==> config.mk <==
export PLATFORM = sky130hd
export DESIGN_NAME = ram_arb_flat
export DESIGN_NICKNAME = d
export VERILOG_FILES = /design/src/rtl/ram_arb_if.sv /design/src/rtl/ram_arb.sv /design/src/flat_wrapper.sv
export SDC_FILE = /design/constraint.sdc
export NUM_CORES = 1
export LEC_CHECK = 0
export CAP_MARGIN = 20
export CORE_UTILIZATION = 44
export DETAILED_ROUTE_END_ITERATION = 8
export GPL_ROUTABILITY_DRIVEN = 0
export HOLD_SLACK_MARGIN = 0.12
export PLACE_DENSITY = 0.82
export SLEW_MARGIN = 20
export SYNTH_ARGS = -nofsm -noshare
export SYNTH_HDL_FRONTEND = slang
export SYNTH_SLANG_ARGS = --single-unit
==> constraint.sdc <==
create_clock -name clk -period 5.6 [get_ports clk]
set_clock_uncertainty 0.2 [all_clocks]
set_input_delay 1.68 -clock clk [delete_from_list [all_inputs] [get_ports clk]]
set_output_delay 1.68 -clock clk [all_outputs]
set_load 0.05 [all_outputs]
==> src/rtl/ram_arb_if.sv <==
// rtl/ram_arb_if.sv - requester, RAM and status signals of the program/data RAM arbiter
interface ram_arb_if #(
  parameter int AW = 8,
  parameter int DW = 8
);
  logic          run;
  logic          cpu_req;
  logic          cpu_we;
  logic [AW-1:0] cpu_addr;
  logic [DW-1:0] cpu_wdata;
  logic          cpu_ack;
  logic [DW-1:0] cpu_rdata;
  logic          ldr_req;
  logic          ldr_we;
  logic [AW-1:0] ldr_addr;
  logic [DW-1:0] ldr_wdata;
  logic          ldr_lock;
  logic          ldr_ack;
  logic [DW-1:0] ldr_rdata;
  logic          mem_en;
  logic          mem_we;
  logic [AW-1:0] mem_addr;
  logic [DW-1:0] mem_wdata;
  logic [DW-1:0] mem_rdata;
  logic [1:0]    owner;

  // requesters plus RAM macro side
  modport master (
    output run,
    output cpu_req, cpu_we, cpu_addr, cpu_wdata,
    input  cpu_ack, cpu_rdata,
    output ldr_req, ldr_we, ldr_addr, ldr_wdata, ldr_lock,
    input  ldr_ack, ldr_rdata,
    input  mem_en, mem_we, mem_addr, mem_wdata,
    output mem_rdata,
    input  owner
  );

  // arbiter side
  modport slave (
    input  run,
    input  cpu_req, cpu_we, cpu_addr, cpu_wdata,
    output cpu_ack, cpu_rdata,
    input  ldr_req, ldr_we, ldr_addr, ldr_wdata, ldr_lock,
    output ldr_ack, ldr_rdata,
    output mem_en, mem_we, mem_addr, mem_wdata,
    input  mem_rdata,
    output owner
  );
endinterface

==> src/rtl/ram_arb.sv <==
// rtl/ram_arb.sv - CPU / front-panel loader arbiter for the single-port program RAM
module ram_arb #(
  parameter int AW     = 8,
  parameter int DW     = 8,
  parameter int STARVE = 4
) (
  input  logic          clk,
  input  logic          clr_n,
  ram_arb_if.slave      bus
);

  typedef enum logic [1:0] {IDLE, ACC, RSP, ACK} state_t;

  localparam logic [3:0] STARVE_MAX = 4'(STARVE);
  localparam logic [1:0] OWN_NONE   = 2'b00;
  localparam logic [1:0] OWN_CPU    = 2'b01;
  localparam logic [1:0] OWN_LDR    = 2'b10;

  state_t     state;
  logic [3:0] starve_cnt;
  logic       lock_flag;
  logic       wr_q;      // current access is a write; mem_we itself drops after ACC
  logic       lock_win;
  logic       ldr_win;
  logic       cpu_win;

  // IDLE arbitration; a lock only holds while the loader keeps both req and lock up
  always_comb begin
    lock_win = lock_flag & bus.ldr_lock & bus.ldr_req;
    ldr_win  = 1'b0;
    cpu_win  = 1'b0;
    if (lock_win) begin
      ldr_win = 1'b1;
    end else if (!bus.run) begin
      ldr_win = bus.ldr_req;
    end else if (bus.cpu_req && bus.ldr_req && starve_cnt == STARVE_MAX) begin
      ldr_win = 1'b1;
    end else if (bus.cpu_req) begin
      cpu_win = 1'b1;
    end else begin
      ldr_win = bus.ldr_req;
    end
  end

  // access sequencer: IDLE -> ACC -> RSP -> ACK -> IDLE, all outputs registered
  always_ff @(posedge clk or negedge clr_n) begin
    if (!clr_n) begin
      state         <= IDLE;
      starve_cnt    <= '0;
      lock_flag     <= 1'b0;
      wr_q          <= 1'b0;
      bus.owner     <= OWN_NONE;
      bus.cpu_ack   <= 1'b0;
      bus.ldr_ack   <= 1'b0;
      bus.cpu_rdata <= '0;
      bus.ldr_rdata <= '0;
      bus.mem_en    <= 1'b0;
      bus.mem_we    <= 1'b0;
      bus.mem_addr  <= '0;
      bus.mem_wdata <= '0;
    end else begin
      case (state)
        IDLE: begin
          if (!bus.ldr_req) starve_cnt <= '0;
          if (!bus.ldr_req || !bus.ldr_lock) lock_flag <= 1'b0;
          if (ldr_win) begin
            state         <= ACC;
            bus.owner     <= OWN_LDR;
            bus.mem_en    <= 1'b1;
            bus.mem_we    <= bus.ldr_we;
            wr_q          <= bus.ldr_we;
            bus.mem_addr  <= bus.ldr_addr[AW-1:0];
            bus.mem_wdata <= bus.ldr_wdata[DW-1:0];
            starve_cnt    <= '0;
            lock_flag     <= bus.ldr_lock;
          end else if (cpu_win) begin
            state         <= ACC;
            bus.owner     <= OWN_CPU;
            bus.mem_en    <= 1'b1;
            bus.mem_we    <= bus.cpu_we;
            wr_q          <= bus.cpu_we;
            bus.mem_addr  <= bus.cpu_addr[AW-1:0];
            bus.mem_wdata <= bus.cpu_wdata[DW-1:0];
            if (bus.ldr_req && starve_cnt != STARVE_MAX) starve_cnt <= starve_cnt + 4'd1;
          end else begin
            bus.owner <= OWN_NONE;
          end
        end
        ACC: begin
          state      <= RSP;
          bus.mem_en <= 1'b0;
          bus.mem_we <= 1'b0;
        end
        RSP: begin
          state <= ACK;
          if (bus.owner == OWN_CPU) begin
            bus.cpu_ack <= 1'b1;
            if (!wr_q) bus.cpu_rdata <= bus.mem_rdata[DW-1:0];
          end else begin
            bus.ldr_ack <= 1'b1;
            if (!wr_q) bus.ldr_rdata <= bus.mem_rdata[DW-1:0];
          end
        end
        default: begin
          state       <= IDLE;
          bus.cpu_ack <= 1'b0;
          bus.ldr_ack <= 1'b0;
          bus.owner   <= OWN_NONE;
        end
      endcase
    end
  end

endmodule

==> src/flat_wrapper.sv <==
// flat-port wrapper written by rule: the top's interface ports become plain ports
module ram_arb_flat 
#(
  parameter int AW     = 8,
  parameter int DW     = 8,
  parameter int STARVE = 4
)
  (clk, clr_n, bus_run, bus_cpu_req, bus_cpu_we, bus_cpu_addr, bus_cpu_wdata, bus_cpu_ack, bus_cpu_rdata, bus_ldr_req, bus_ldr_we, bus_ldr_addr, bus_ldr_wdata, bus_ldr_lock, bus_ldr_ack, bus_ldr_rdata, bus_mem_en, bus_mem_we, bus_mem_addr, bus_mem_wdata, bus_mem_rdata, bus_owner);
  ram_arb_if #(.AW(AW), .DW(DW)) bus_i ();
  input  logic clk;
  input  logic clr_n;
  input wire logic [$bits(bus_i.run)-1:0] bus_run;
  input wire logic [$bits(bus_i.cpu_req)-1:0] bus_cpu_req;
  input wire logic [$bits(bus_i.cpu_we)-1:0] bus_cpu_we;
  input wire logic [$bits(bus_i.cpu_addr)-1:0] bus_cpu_addr;
  input wire logic [$bits(bus_i.cpu_wdata)-1:0] bus_cpu_wdata;
  output wire logic [$bits(bus_i.cpu_ack)-1:0] bus_cpu_ack;
  output wire logic [$bits(bus_i.cpu_rdata)-1:0] bus_cpu_rdata;
  input wire logic [$bits(bus_i.ldr_req)-1:0] bus_ldr_req;
  input wire logic [$bits(bus_i.ldr_we)-1:0] bus_ldr_we;
  input wire logic [$bits(bus_i.ldr_addr)-1:0] bus_ldr_addr;
  input wire logic [$bits(bus_i.ldr_wdata)-1:0] bus_ldr_wdata;
  input wire logic [$bits(bus_i.ldr_lock)-1:0] bus_ldr_lock;
  output wire logic [$bits(bus_i.ldr_ack)-1:0] bus_ldr_ack;
  output wire logic [$bits(bus_i.ldr_rdata)-1:0] bus_ldr_rdata;
  output wire logic [$bits(bus_i.mem_en)-1:0] bus_mem_en;
  output wire logic [$bits(bus_i.mem_we)-1:0] bus_mem_we;
  output wire logic [$bits(bus_i.mem_addr)-1:0] bus_mem_addr;
  output wire logic [$bits(bus_i.mem_wdata)-1:0] bus_mem_wdata;
  input wire logic [$bits(bus_i.mem_rdata)-1:0] bus_mem_rdata;
  output wire logic [$bits(bus_i.owner)-1:0] bus_owner;
  assign bus_i.run = bus_run;
  assign bus_i.cpu_req = bus_cpu_req;
  assign bus_i.cpu_we = bus_cpu_we;
  assign bus_i.cpu_addr = bus_cpu_addr;
  assign bus_i.cpu_wdata = bus_cpu_wdata;
  assign bus_cpu_ack = bus_i.cpu_ack;
  assign bus_cpu_rdata = bus_i.cpu_rdata;
  assign bus_i.ldr_req = bus_ldr_req;
  assign bus_i.ldr_we = bus_ldr_we;
  assign bus_i.ldr_addr = bus_ldr_addr;
  assign bus_i.ldr_wdata = bus_ldr_wdata;
  assign bus_i.ldr_lock = bus_ldr_lock;
  assign bus_ldr_ack = bus_i.ldr_ack;
  assign bus_ldr_rdata = bus_i.ldr_rdata;
  assign bus_mem_en = bus_i.mem_en;
  assign bus_mem_we = bus_i.mem_we;
  assign bus_mem_addr = bus_i.mem_addr;
  assign bus_mem_wdata = bus_i.mem_wdata;
  assign bus_i.mem_rdata = bus_mem_rdata;
  assign bus_owner = bus_i.owner;
  ram_arb #(.AW(AW), .DW(DW), .STARVE(STARVE)) u_core (.clk(clk), .clr_n(clr_n), .bus(bus_i));
endmodule
==> results of run 1 <==
## sequential cells by signal, summed over array words and instances (netlist names)
register              flops
u_core.lock_flag          1
u_core.bus.cpu_rdata      8
u_core.bus.owner          2
u_core.bus.mem_wdata      8
u_core.bus.mem_addr       8
u_core.bus.mem_we         1
u_core.bus.cpu_ack        1
u_core.wr_q               1
u_core.bus.mem_en         1
u_core.bus.ldr_rdata      8
u_core.state              2
u_core.starve_cnt         4
u_core.bus.ldr_ack        1
## path summary, 6_finish.rpt
check                                               startpoint                             endpoint  cells past startpoint
setup / recovery                                       bus_run  u_core.bus.mem_wdata[2]$_DFFE_PN0P_                      6
hold / removal             u_core.bus.cpu_rdata[4]$_DFFE_PN0P_  u_core.bus.cpu_rdata[4]$_DFFE_PN0P_                      1
setup reg to reg                   u_core.state[0]$_DFFE_PN0P_  u_core.bus.mem_wdata[2]$_DFFE_PN0P_                      6
hold reg to reg            u_core.bus.cpu_rdata[4]$_DFFE_PN0P_  u_core.bus.cpu_rdata[4]$_DFFE_PN0P_                      1
max in group asynchronous                                clr_n        u_core.bus.mem_we$_DFFE_PN0P_                      1
min in group asynchronous                                clr_n  u_core.bus.ldr_rdata[3]$_DFFE_PN0P_                      1
## power breakdown
| part | internal, mW | leakage (nW) | switching [mW] | total, mW |
|---|---|---|---|---|
| Combinational | 0.415 | 0.743 | 0.737 | 1.15 |
| Sequential | 0.487 | 0.556 | 0.0855 | 0.572 |
| Clock | 0.0993 | 0.0472 | 0.116 | 0.215 |
## final cells by class
class | instances | area [um^2]
Timing Repair Buffer | 86 | 863
Multi-Input combinational cell | 127 | 886
Sequential cell | 46 | 1150
Tap cell | 52 | 65.1
Clock inverter | 2 | 12.5
Inverter | 7 | 26.3
Clock buffer | 6 | 82.6
Fill cell | 359 | 1390
## per-stage QoR
stage	setup slack, ps	hold WS, ps	std cells
final	2090	313	326
after global routing	1970	328	326
after CTS	1830	314	325
after detailed placement	1470	288	317
after global placement	1570	289	317
after floorplan	2640	262	187
## metal layers
metal / wire [um] / vias up / part of all wire, %
met5: 0 / - / 0
met4: 50 / 0 / 1.1
met3: 355 / 6 / 7.5
met2: 2190 / 72 / 47
met1: 2110 / 799 / 45
li1: - / 822 / -
## worst register-to-register path, delay by kind of cell, from the launching register on
family / cells / cell delay [ps]
AO/OA/AOI/OAI: 1 / 160
adder cells (fa/ha/maj): 1 / 520
AND/OR/NAND/NOR: 2 / 720
buffers and inverters: 2 / 290
flip-flops: 1 / 390
## synthesized netlist by cell type, types with 2 or more instances
cell type / instances / area share (%)
nor3_1: 2 / 0.47
buf_2: 2 / 0.47
mux2_2: 16 / 8.5
dfrtp_1: 46 / 55
nand2b_1: 5 / 1.5
o21ai_0: 5 / 1.2
inv_1: 7 / 1.2
a31oi_1: 2 / 0.59
clkbuf_1: 3 / 0.53
a21oi_1: 22 / 5.2
mux2i_1: 17 / 8.1
nor2_2: 3 / 0.89
o21ai_1: 2 / 0.47
nor2_1: 23 / 4.1
o2bb2ai_1: 2 / 0.83
ha_1: 5 / 3.0
nand3_1: 2 / 0.47
nand2_1: 10 / 1.8
## kinds of logic after synthesis
group | synth area share [%]
AO/OA/AOI/OAI | 10.8
adder cells (fa/ha/maj) | 2.96
buffers and inverters | 3.73
flip-flops | 54.5
multiplexers | 16.6
AND/OR/NAND/NOR | 11.3
==> results.md, run 1 <==
* Worst vdd ir at roughly 0.26 mV
* H-Tree Depth at 2
* TNS Setup at 0 ps
* Failing checks: DRC
* Largest net degree at the start of global routing at 47
* Syn_area_per_cell at 11.3 um^2
* Cells along the critical path: clkdlybuf4s50_1, nand2_1, o31ai_4, buf_8, mux2i_1, a21oi_1
* Placed cell area at between 2000 and 3000 um^2
* Hold Fails Final Rpt at 0
* Post-CTS setup buffers at 0
* Power Density at ~630 nW/um^2
* Met3 usage at 5.91%
* Distinct cells, synth at 31
* Layout cell share with drive strength beyond 1 at 11.3%
* Die height at 71.3 um
* Total GRT Usage at about a fifth
* Critical Path End Type: flop
* Port bufs at 85
* Number of top-level pins at 86
* Worst Tran Pin Value at ~710 ps
* Die area at slightly above 5000 um^2
* Final Util at 69.0%
* CP required at ~5600 ps
* Die width at approximately 71 um
* Register-to-register setup slack at between 3000 and 4000 ps
* Total chip power at around 1.9 mW
* Initial core utilization at between 40 and 50%
* GR Layer Usage met1 at between 20% and 30%
* Most used routing layer: met2
* Crit path buffers/inverters at 2
* Final Setup Violations at 0
* Total number of vias at ~1,700
* Reg clk slew, reported paths at 90 ps
* Ys Warns at 0
* Number of synthesized flops with an enable pin at 0
* FF+latch count, synth at 46
* Post-Synthesis Cells at between 150 and 200
* Commonest non-fill, non-tap cells in the layout: clkdlybuf4s50_1, dfrtp_1, nor2_1
* Row cnt at 24
* Crit-path max cell delay at 590 ps
* Clk Latency, worst-skew pair at approximately 300 ps
* Period utilization at 62.6%
* Worst min path class: flop to flop
* Antenna-violating nets left at 0
* CP max-delay cell: o31ai_4
* Initial antenna violation count at 0
* Final Cell Area at roughly 3100 um^2
* P&R area growth vs syn at 46.2%
* CP Launch Type: input port
* Leak pwr at about 1.3 nW
* Layout net count at roughly 330
* Slew Limit Fails at 0
* Status: finished, violations left
* Post-synth ARST share at 100%
* Vias in the first global route at between 1,500 and 2,000
* Clock sinks at 46
* Critical path's top delay family: buffers and inverters
* MaxCap Viol Count at 0
* DR WL/cell at 14.4 um
* Tmin final at ~3500 ps
* Grt ovf at 0
* DR vias/cell at 5.21
* Post-CTS resize count at 0
* Critical Path Fanout Max at 11
* Synthesized Nets at 240
* DP HPWL at 3.44 mm
* Relative slew slack at between 50% and 60%
* Mapped Area at about 2100 um^2
* Router iterations before antenna repair at 7
* Crit path DAT at 3460 ps
* Routed wire length at 4.71 mm
* Maximum clock path buffer count at 2
* Core area at 4470 um^2
* Hold Buf Count CTS at 0
* CTS Buf Count at 5
* Residual DRC at 10
* CTS tree: built
* Met2 usage at roughly 31%
* Most common library cell in the layout ignoring fill and taps: clkdlybuf4s50_1
* Initial DRC count at 68
* CP Class: input port to flop
* Synth Flop Type: dfrtp_1
* Sequential area share after synthesis at between 50 and 60%
* Unrepaired setup endpoints after global routing: false
* Max Clock Freq at 0.285 GHz
* First-pass GRT wire length at 7.71 mm
* CTS root buf: clkbuf_8
* N_diodes at 0
(Power assumes the default switching activity.)
==> inputs of run 2 (changes only) <==
--- a/config.mk
+++ b/config.mk
@@ -6,11 +6,11 @@
 export NUM_CORES = 1
 export LEC_CHECK = 0
 export CAP_MARGIN = 20
-export CORE_UTILIZATION = 44
+export CORE_UTILIZATION = 43
 export DETAILED_ROUTE_END_ITERATION = 8
 export GPL_ROUTABILITY_DRIVEN = 0
 export HOLD_SLACK_MARGIN = 0.12
-export PLACE_DENSITY = 0.82
+export PLACE_DENSITY = 0.8
 export SLEW_MARGIN = 20
 export SYNTH_ARGS = -nofsm -noshare
 export SYNTH_HDL_FRONTEND = slang
==> constraint.sdc (replaced) <==
create_clock -name clk -period 3.59 [get_ports clk]
set_clock_uncertainty 0.2 [all_clocks]
set_input_delay 1.077 -clock clk [delete_from_list [all_inputs] [get_ports clk]]
set_output_delay 1.077 -clock clk [all_outputs]
set_load 0.05 [all_outputs]
==> run 2 against run 1 <==
  * The flow now finishes without violations
  * Combinational power increased by 55%
  * Sequential share of layout area decreased by 0.30 points
  * Clock power increased by 73%
  * Utilization decreased by 3.1 points
  * Sequential power increased by 55%
  * Cell count increased by 4.9%
  * Design area increased by 0.81%
  * Largest power group unchanged
  * Worst hold slack got worse by 7.0 ps
  * Global-route usage decreased by 1.4 points
==> results.md, run 2 (synthesis gave the netlist of run 1 again) <==
* Unrepaired setup endpoints after global routing: false (unchanged)
* Status: completed (was finished, violations left)
* Hold Buf Count CTS at 0 (unchanged)
* First-pass GRT wire length at 7.40 mm (was 7.71 mm)
* Worst Tran Pin Value at 576 ps (was 707 ps)
* Routed wire length at 4.44 mm (was 4.71 mm)
* Critical Path Fanout Max at 4 (was 11)
* CTS Buf Count at 5 (unchanged)
* GR Layer Usage met1 at 24.0% (was 26.5%)
* Residual DRC at 0 (was 10)
* Tmin final at 2820 ps
* Port bufs at 85 (unchanged)
* Internal power at 1.61 mW (was 1.00 mW)
* Part of the power in registers at 29.2% (was 29.5%)
* Reg clk slew, reported paths at 80 ps (was 90 ps)
* Initial antenna violation count at 0 (unchanged)
* Crit path buffers/inverters at 1 (was 2)
* Crit-path max cell delay at 850 ps (was 590 ps)
* Number of top-level pins at 86 (unchanged)
* Layout net count at 327 (was 326)
* Post-CTS resize count at 0 (unchanged)
* CP Class: flop to primary output (was input port to flop)
* Leak pwr at 1.35 nW (about the same)
* Relative slew slack at 61.6% (was 52.8%)
* H-Tree Depth at 2 (unchanged)
* CP required at 2310 ps (was 5560 ps)
* CP max-delay cell: clkdlybuf4s50_1 (was o31ai_4)
* Final Non-Filler Cells at 342 (was 326)
* Max Clock Freq at approximately 0.35 GHz
* Layout cell share with drive strength beyond 1 at 10.9% (was 11.3%)
* Worst vdd ir at 0.509 mV (was 0.257 mV)
* Worst setup margin at 770 ps (was 2090 ps)
* Met2 usage at 29.4% (was 31.0%)
* Router iterations before antenna repair at 4 (was 7)
* Final Setup Violations at 0 (unchanged)
* Row cnt at 25 (was 24)
* N_diodes at 0 (unchanged)
* Cells along the critical path: clkdlybuf4s50_1 (was clkdlybuf4s50_1, nand2_1, o31ai_4, buf_8, mux2i_1, a21oi_1)
* DP Cell Count at 334 (was 317)
* Crit path DAT at 1540 ps (was 3460 ps)
* Met3 usage at 5.69% (was 5.91%)
* Die width at 72.1 um (was 71.3 um)
* Worst slack at placement at 492 ps (was 1470 ps)
* Largest net degree at the start of global routing at 47 (unchanged)
* Post-CTS setup buffers at 0 (unchanged)
* Combinational fraction of design power at 58.6% (was 59.4%)
* Power Density at 977 nW/um^2 (was 628 nW/um^2)
* Worst min path class: flop to flop (unchanged)
* Initial core utilization at 44.7% (was 47.2%)
* Period utilization at 78.5%
* Hold Slack at 306 ps (was 313 ps)
* P_sw at 1.43 mW (was 938 uW)
* Total number of vias at 1,676 (was 1,699)
* DR vias/cell at 4.90 (was 5.21)
* Clk Latency, worst-skew pair at 290 ps (was 300 ps)
* Die area at 5190 um^2 (was 5080 um^2)
* DR WL/cell at 13.0 um (was 14.4 um)
* Core area at 4720 um^2 (was 4470 um^2)
* DP HPWL at 3.34 mm (was 3.44 mm)
* Initial DRC count at 76 (was 68)
* CTS tree: built (unchanged)
* Grt ovf at 0 (unchanged)
* P&R area growth vs syn at 47.4% (was 46.2%)
* Hold Fails Final Rpt at 0 (unchanged)
* Die height at 72.1 um (was 71.3 um)
* CTS root buf: clkbuf_8 (unchanged)
* MaxCap Viol Count at 0 (unchanged)
* Total chip power at 3.04 mW (was 1.94 mW)
* Slew Limit Fails at 0 (unchanged)
* TNS Setup at 0 ps (unchanged)
* Maximum clock path buffer count at 2 (unchanged)
* Critical path's top delay family: buffers and inverters (unchanged)
* Most common library cell in the layout ignoring fill and taps: clkdlybuf4s50_1 (unchanged)
* Clock power frac at 12.2% (was 11.1%)
* Most used routing layer: met2 (unchanged)
* Vias in the first global route at 1,583 (was 1,647)
* Antenna-violating nets left at 0 (unchanged)
* Clock sinks at 46 (unchanged)
* CP Launch Type: flop (was input port)
* Sw Share at 46.9% (was 48.4%)
* Critical Path End Type: primary output (was flop)
* Commonest non-fill, non-tap cells in the layout: clkdlybuf4s50_1, dfrtp_1, nor2_1 (unchanged)
* Total GRT Usage at 18.3% (was 19.7%)
==> run 2: cell types whose count changed in the layout (fill, tap and decap cells not counted), sizes merged <==
cell      change
clkinv        -1
clkbuf        +1
buf           +1
bufinv        +1
clkinvlp      -1
==> run 2: routing by layer <==
layer / up-vias / share of wire, %
li1: 832 / -
met1: 778 / 46
met2: 59 / 46
met3: 7 / 7.0
met4: 0 / 1.0
met5: - / 0
==> run 2: layout make-up <==
type | instances | area (um^2)
inverters | 7 | 26.3
clock buffers | 7 | 76.3
multi-input cells | 127 | 881
flip-flops and latches | 46 | 1150
well taps | 67 | 83.8
fillers | 372 | 1610
clock inverters | 1 | 30.0
repair buffers | 87 | 863
==> run 2: final timing paths <==
check                                                 start                                   to  slack, ps  cells after the start
setup / recovery            u_core.bus.owner[1]$_DFFE_PN0N_                         bus_owner[1]        770                      1
hold reg to reg              u_core.bus.cpu_ack$_DFFE_PN0P_       u_core.bus.cpu_ack$_DFFE_PN0P_        310                      2
min in group asynchronous                             clr_n  u_core.bus.cpu_rdata[0]$_DFFE_PN0P_        570                      1
max in group asynchronous                             clr_n   u_core.bus.mem_addr[7]$_DFFE_PN0P_       2240                      1
hold / removal               u_core.bus.cpu_ack$_DFFE_PN0P_       u_core.bus.cpu_ack$_DFFE_PN0P_        310                      2
setup reg to reg           u_core.starve_cnt[0]$_DFFE_PN0P_   u_core.bus.mem_addr[2]$_DFFE_PN0P_       1470                      7
==> run 2: power groups by stage <==
stage	Clock (mW)	Sequential (mW)	Combinational (mW)
after floorplan	0	1.62	0.487
final	0.371	0.887	1.78
after detailed placement	0	0.897	1.80
after CTS	0.385	0.890	1.80
after global routing	0.408	0.917	1.89
after global placement	0	0.891	1.77
==> run 2: per-stage QoR <==
step / area, um^2 / utilization (%)
final: 3110 / 65.9
after CTS: 3110 / 65.8
after detailed placement: 3000 / 63.6
after global placement: 3000 / 63.6
after floorplan: 2110 / -
after global routing: 3110 / 65.9
==> run 2: tightest hold or removal path, delay by kind of cell (launching register included) <==
family | cells | cell delay, ps
compound gates | 1 | 40
flops | 1 | 360
simple gates | 1 | 70
==> inputs of run 3 (changes only) <==
==> constraint.sdc (replaced) <==
create_clock -name clk -period 2.6 [get_ports clk]
set_clock_uncertainty 0.2 [all_clocks]
set_input_delay 0.78 -clock clk [delete_from_list [all_inputs] [get_ports clk]]
set_output_delay 0.78 -clock clk [all_outputs]
set_load 0.05 [all_outputs]
==> run 3 against run 2 <==
  * Design area up 2.8%
  * Register-to-register slack worse by 830 ps
  * Global-route usage up 1.1 points
  * Total power up 41%
  * Via count up 2.6%
  * Flip-flop and latch count unchanged
==> results.md, run 3 (synthesis gave the netlist of run 1 again) <==
* Clock sinks at 46 (unchanged)
* Port bufs at 85 (unchanged)
* Total number of vias at 1,720 (was 1,676)
* Post-CTS resize count at 0 (unchanged)
* Power Density at 1340 nW/um^2 (was 977 nW/um^2)
* Worst vdd ir at 0.528 mV (was 0.509 mV)
* Die area at 5190 um^2 (unchanged)
* Router iterations before antenna repair at 4 (unchanged)
* Post-CTS setup buffers at 0 (unchanged)
* Total GRT Usage at 19.4% (was 18.3%)
* Worst r2r path cells at 7 (unchanged)
* Unrepaired setup endpoints after global routing: false (unchanged)
* Hold Slack at 240 ps (was 306 ps)
* Period utilization at between 90 and 100%
* DP Cell Count at 340 (was 334)
* Commonest non-fill, non-tap cells in the layout: clkdlybuf4s50_1, dfrtp_1, nor2_1 (unchanged)
* End of the critical path: bus_owner[1] (unchanged)
* First-pass GRT wire length at 7.67 mm (was 7.40 mm)
* Most common library cell in the layout ignoring fill and taps: clkdlybuf4s50_1 (unchanged)
* Final Setup Violations at 0 (unchanged)
* Cells along the critical path: clkdlybuf4s50_1 (unchanged)
* Row cnt at 25 (unchanged)
* Layout net count at 333 (was 327)
* Sw Share at 47.2% (was 46.9%)
* MaxCap Viol Count at 0 (unchanged)
* DR vias/cell at 4.94 (was 4.90)
* Reg clk slew, reported paths at 90 ps (was 80 ps)
* P_sw at 2.02 mW (was 1.43 mW)
* Final Non-Filler Cells at 348 (was 342)
* FF-to-FF End: u_core.bus.mem_addr[5]$_DFFE_PN0P_ (was u_core.bus.mem_addr[2]$_DFFE_PN0P_)
* Placed cell area at 3090 um^2 (was 3000 um^2)
* Initial core utilization at 44.7% (unchanged)
* Slew Limit Fails at 0 (unchanged)
* Die height at 72.1 um (unchanged)
* P&R area growth vs syn at 51.6% (was 47.4%)
* CP Launch Type: flop (unchanged)
* Critical Path End Type: primary output (unchanged)
* Initial antenna violation count at 0 (unchanged)
* Critical Path Fanout Max at 4 (unchanged)
* Crit path DAT at 1530 ps (was 1540 ps)
* Worst Setup SP: u_core.bus.owner[1]$_DFFE_PN0N_ (unchanged)
* Critical path's top delay family: buffers and inverters (unchanged)
* Residual DRC at 0 (unchanged)
* Combinational fraction of design power at 58.9% (was 58.6%)
* Worst Tran Pin Value at 526 ps (was 576 ps)
* Cell count along the critical path at 1 (unchanged)
* Die width at 72.1 um (unchanged)
* Leak pwr at 1.39 nW (was 1.35 nW)
* Part of the power in registers at 28.6% (was 29.2%)
* Largest net degree at the start of global routing at 47 (unchanged)
* CTS Buf Count at 5 (unchanged)
* Crit-path max cell delay at 830 ps (was 850 ps)
* Antenna-violating nets left at 0 (unchanged)
* Hold Buf Count CTS at 0 (unchanged)
* Number of top-level pins at 86 (unchanged)
* Relative slew slack at 64.8% (was 61.6%)
* Maximum clock path buffer count at 2 (unchanged)
* Routed wire length at 4.73 mm (was 4.44 mm)
* DP HPWL at 3.57 mm (was 3.34 mm)
* CTS tree: built (unchanged)
* Vias in the first global route at 1,668 (was 1,583)
* N_diodes at 0 (unchanged)
* Clock power frac at 12.5% (was 12.2%)
* Register-to-register setup slack at 640 ps (was 1470 ps)
* CP max-delay cell: clkdlybuf4s50_1 (unchanged)
* Layout cell share with drive strength beyond 1 at 13.5% (was 10.9%)
* CTS root buf: clkbuf_8 (unchanged)
* Hold Fails Final Rpt at 0 (unchanged)
* Core area at 4720 um^2 (unchanged)
* Worst min path class: input port to asynchronous set/reset pin (was flop to flop)
* Grt ovf at 0 (unchanged)
* Clk Latency, worst-skew pair at 310 ps (was 290 ps)
* Internal power at 2.26 mW (was 1.61 mW)
* Max Clock Freq at between 0.3 and 0.4 GHz
* CP required at 1620 ps (was 2310 ps)
* H-Tree Depth at 2 (unchanged)
* Reg2reg start: u_core.starve_cnt[0]$_DFFE_PN0P_ (unchanged)
* DR WL/cell at 13.6 um (was 13.0 um)
* Final Cell Area at 3200 um^2 (was 3110 um^2)
* Status: completed (unchanged)
* CP Class: flop to primary output (unchanged)
* TNS Setup at 0 ps (unchanged)
* Initial DRC count at 82 (was 76)
* Crit path buffers/inverters at 1 (unchanged)
* Tmin final at 2510 ps
run 3: per-stage QoR:
stage	util (%)	total power, mW	setup slack (ps)
after floorplan	-	2.91	542
after global placement	65.3	3.73	53.9
after detailed placement	65.3	3.78	-32.3
after CTS	67.7	4.32	82.2
after global routing	67.7	4.52	45.9
final	67.7	4.29	90.7
run 3: power by group through the flow:
stage	clock [mW]	combinational (mW)	sequential (mW)
after detailed placement	0	2.53	1.24
after global placement	0	2.50	1.22
after CTS	0.546	2.54	1.23
after global routing	0.576	2.67	1.27
final	0.536	2.53	1.22
after floorplan	0	0.672	2.24
run 3: per-layer routing:
metal / wire length [um] / global-route usage (%) / vias up
li1: - / - / 841
met1: 2120 / 24.2 / 803
met2: 2220 / 31.8 / 66
met3: 298 / 5.97 / 10
met4: 90 / 7.19 / 0
met5: 0 / 0 / -
run 3: final cells by class:
cell class                 instances  area (um^2)
clock buffer                       5         68.8
clock inverter                     3         45.0
fill                             380         1520
inverter                           7         26.3
multi-input combinational        127          881
sequential                        46         1150
tap                               67         83.8
timing repair buffer              93          943
run 3: worst min path at each step:
stage / depth (start not counted) / slack, ps / to
CTS: 2 / 250 / u_core.bus.cpu_rdata[3]$_DFFE_PN0P_
detailed placement: 1 / 300 / u_core.bus.ldr_rdata[5]$_DFFE_PN0P_
finish: 2 / 240 / u_core.bus.ldr_rdata[0]$_DFFE_PN0P_
floorplan: 1 / 260 / u_core.starve_cnt[3]$_DFFE_PN0P_
global placement: 2 / 280 / u_core.bus.ldr_ack$_DFFE_PN0P_
global route: 2 / 270 / u_core.bus.cpu_rdata[3]$_DFFE_PN0P_
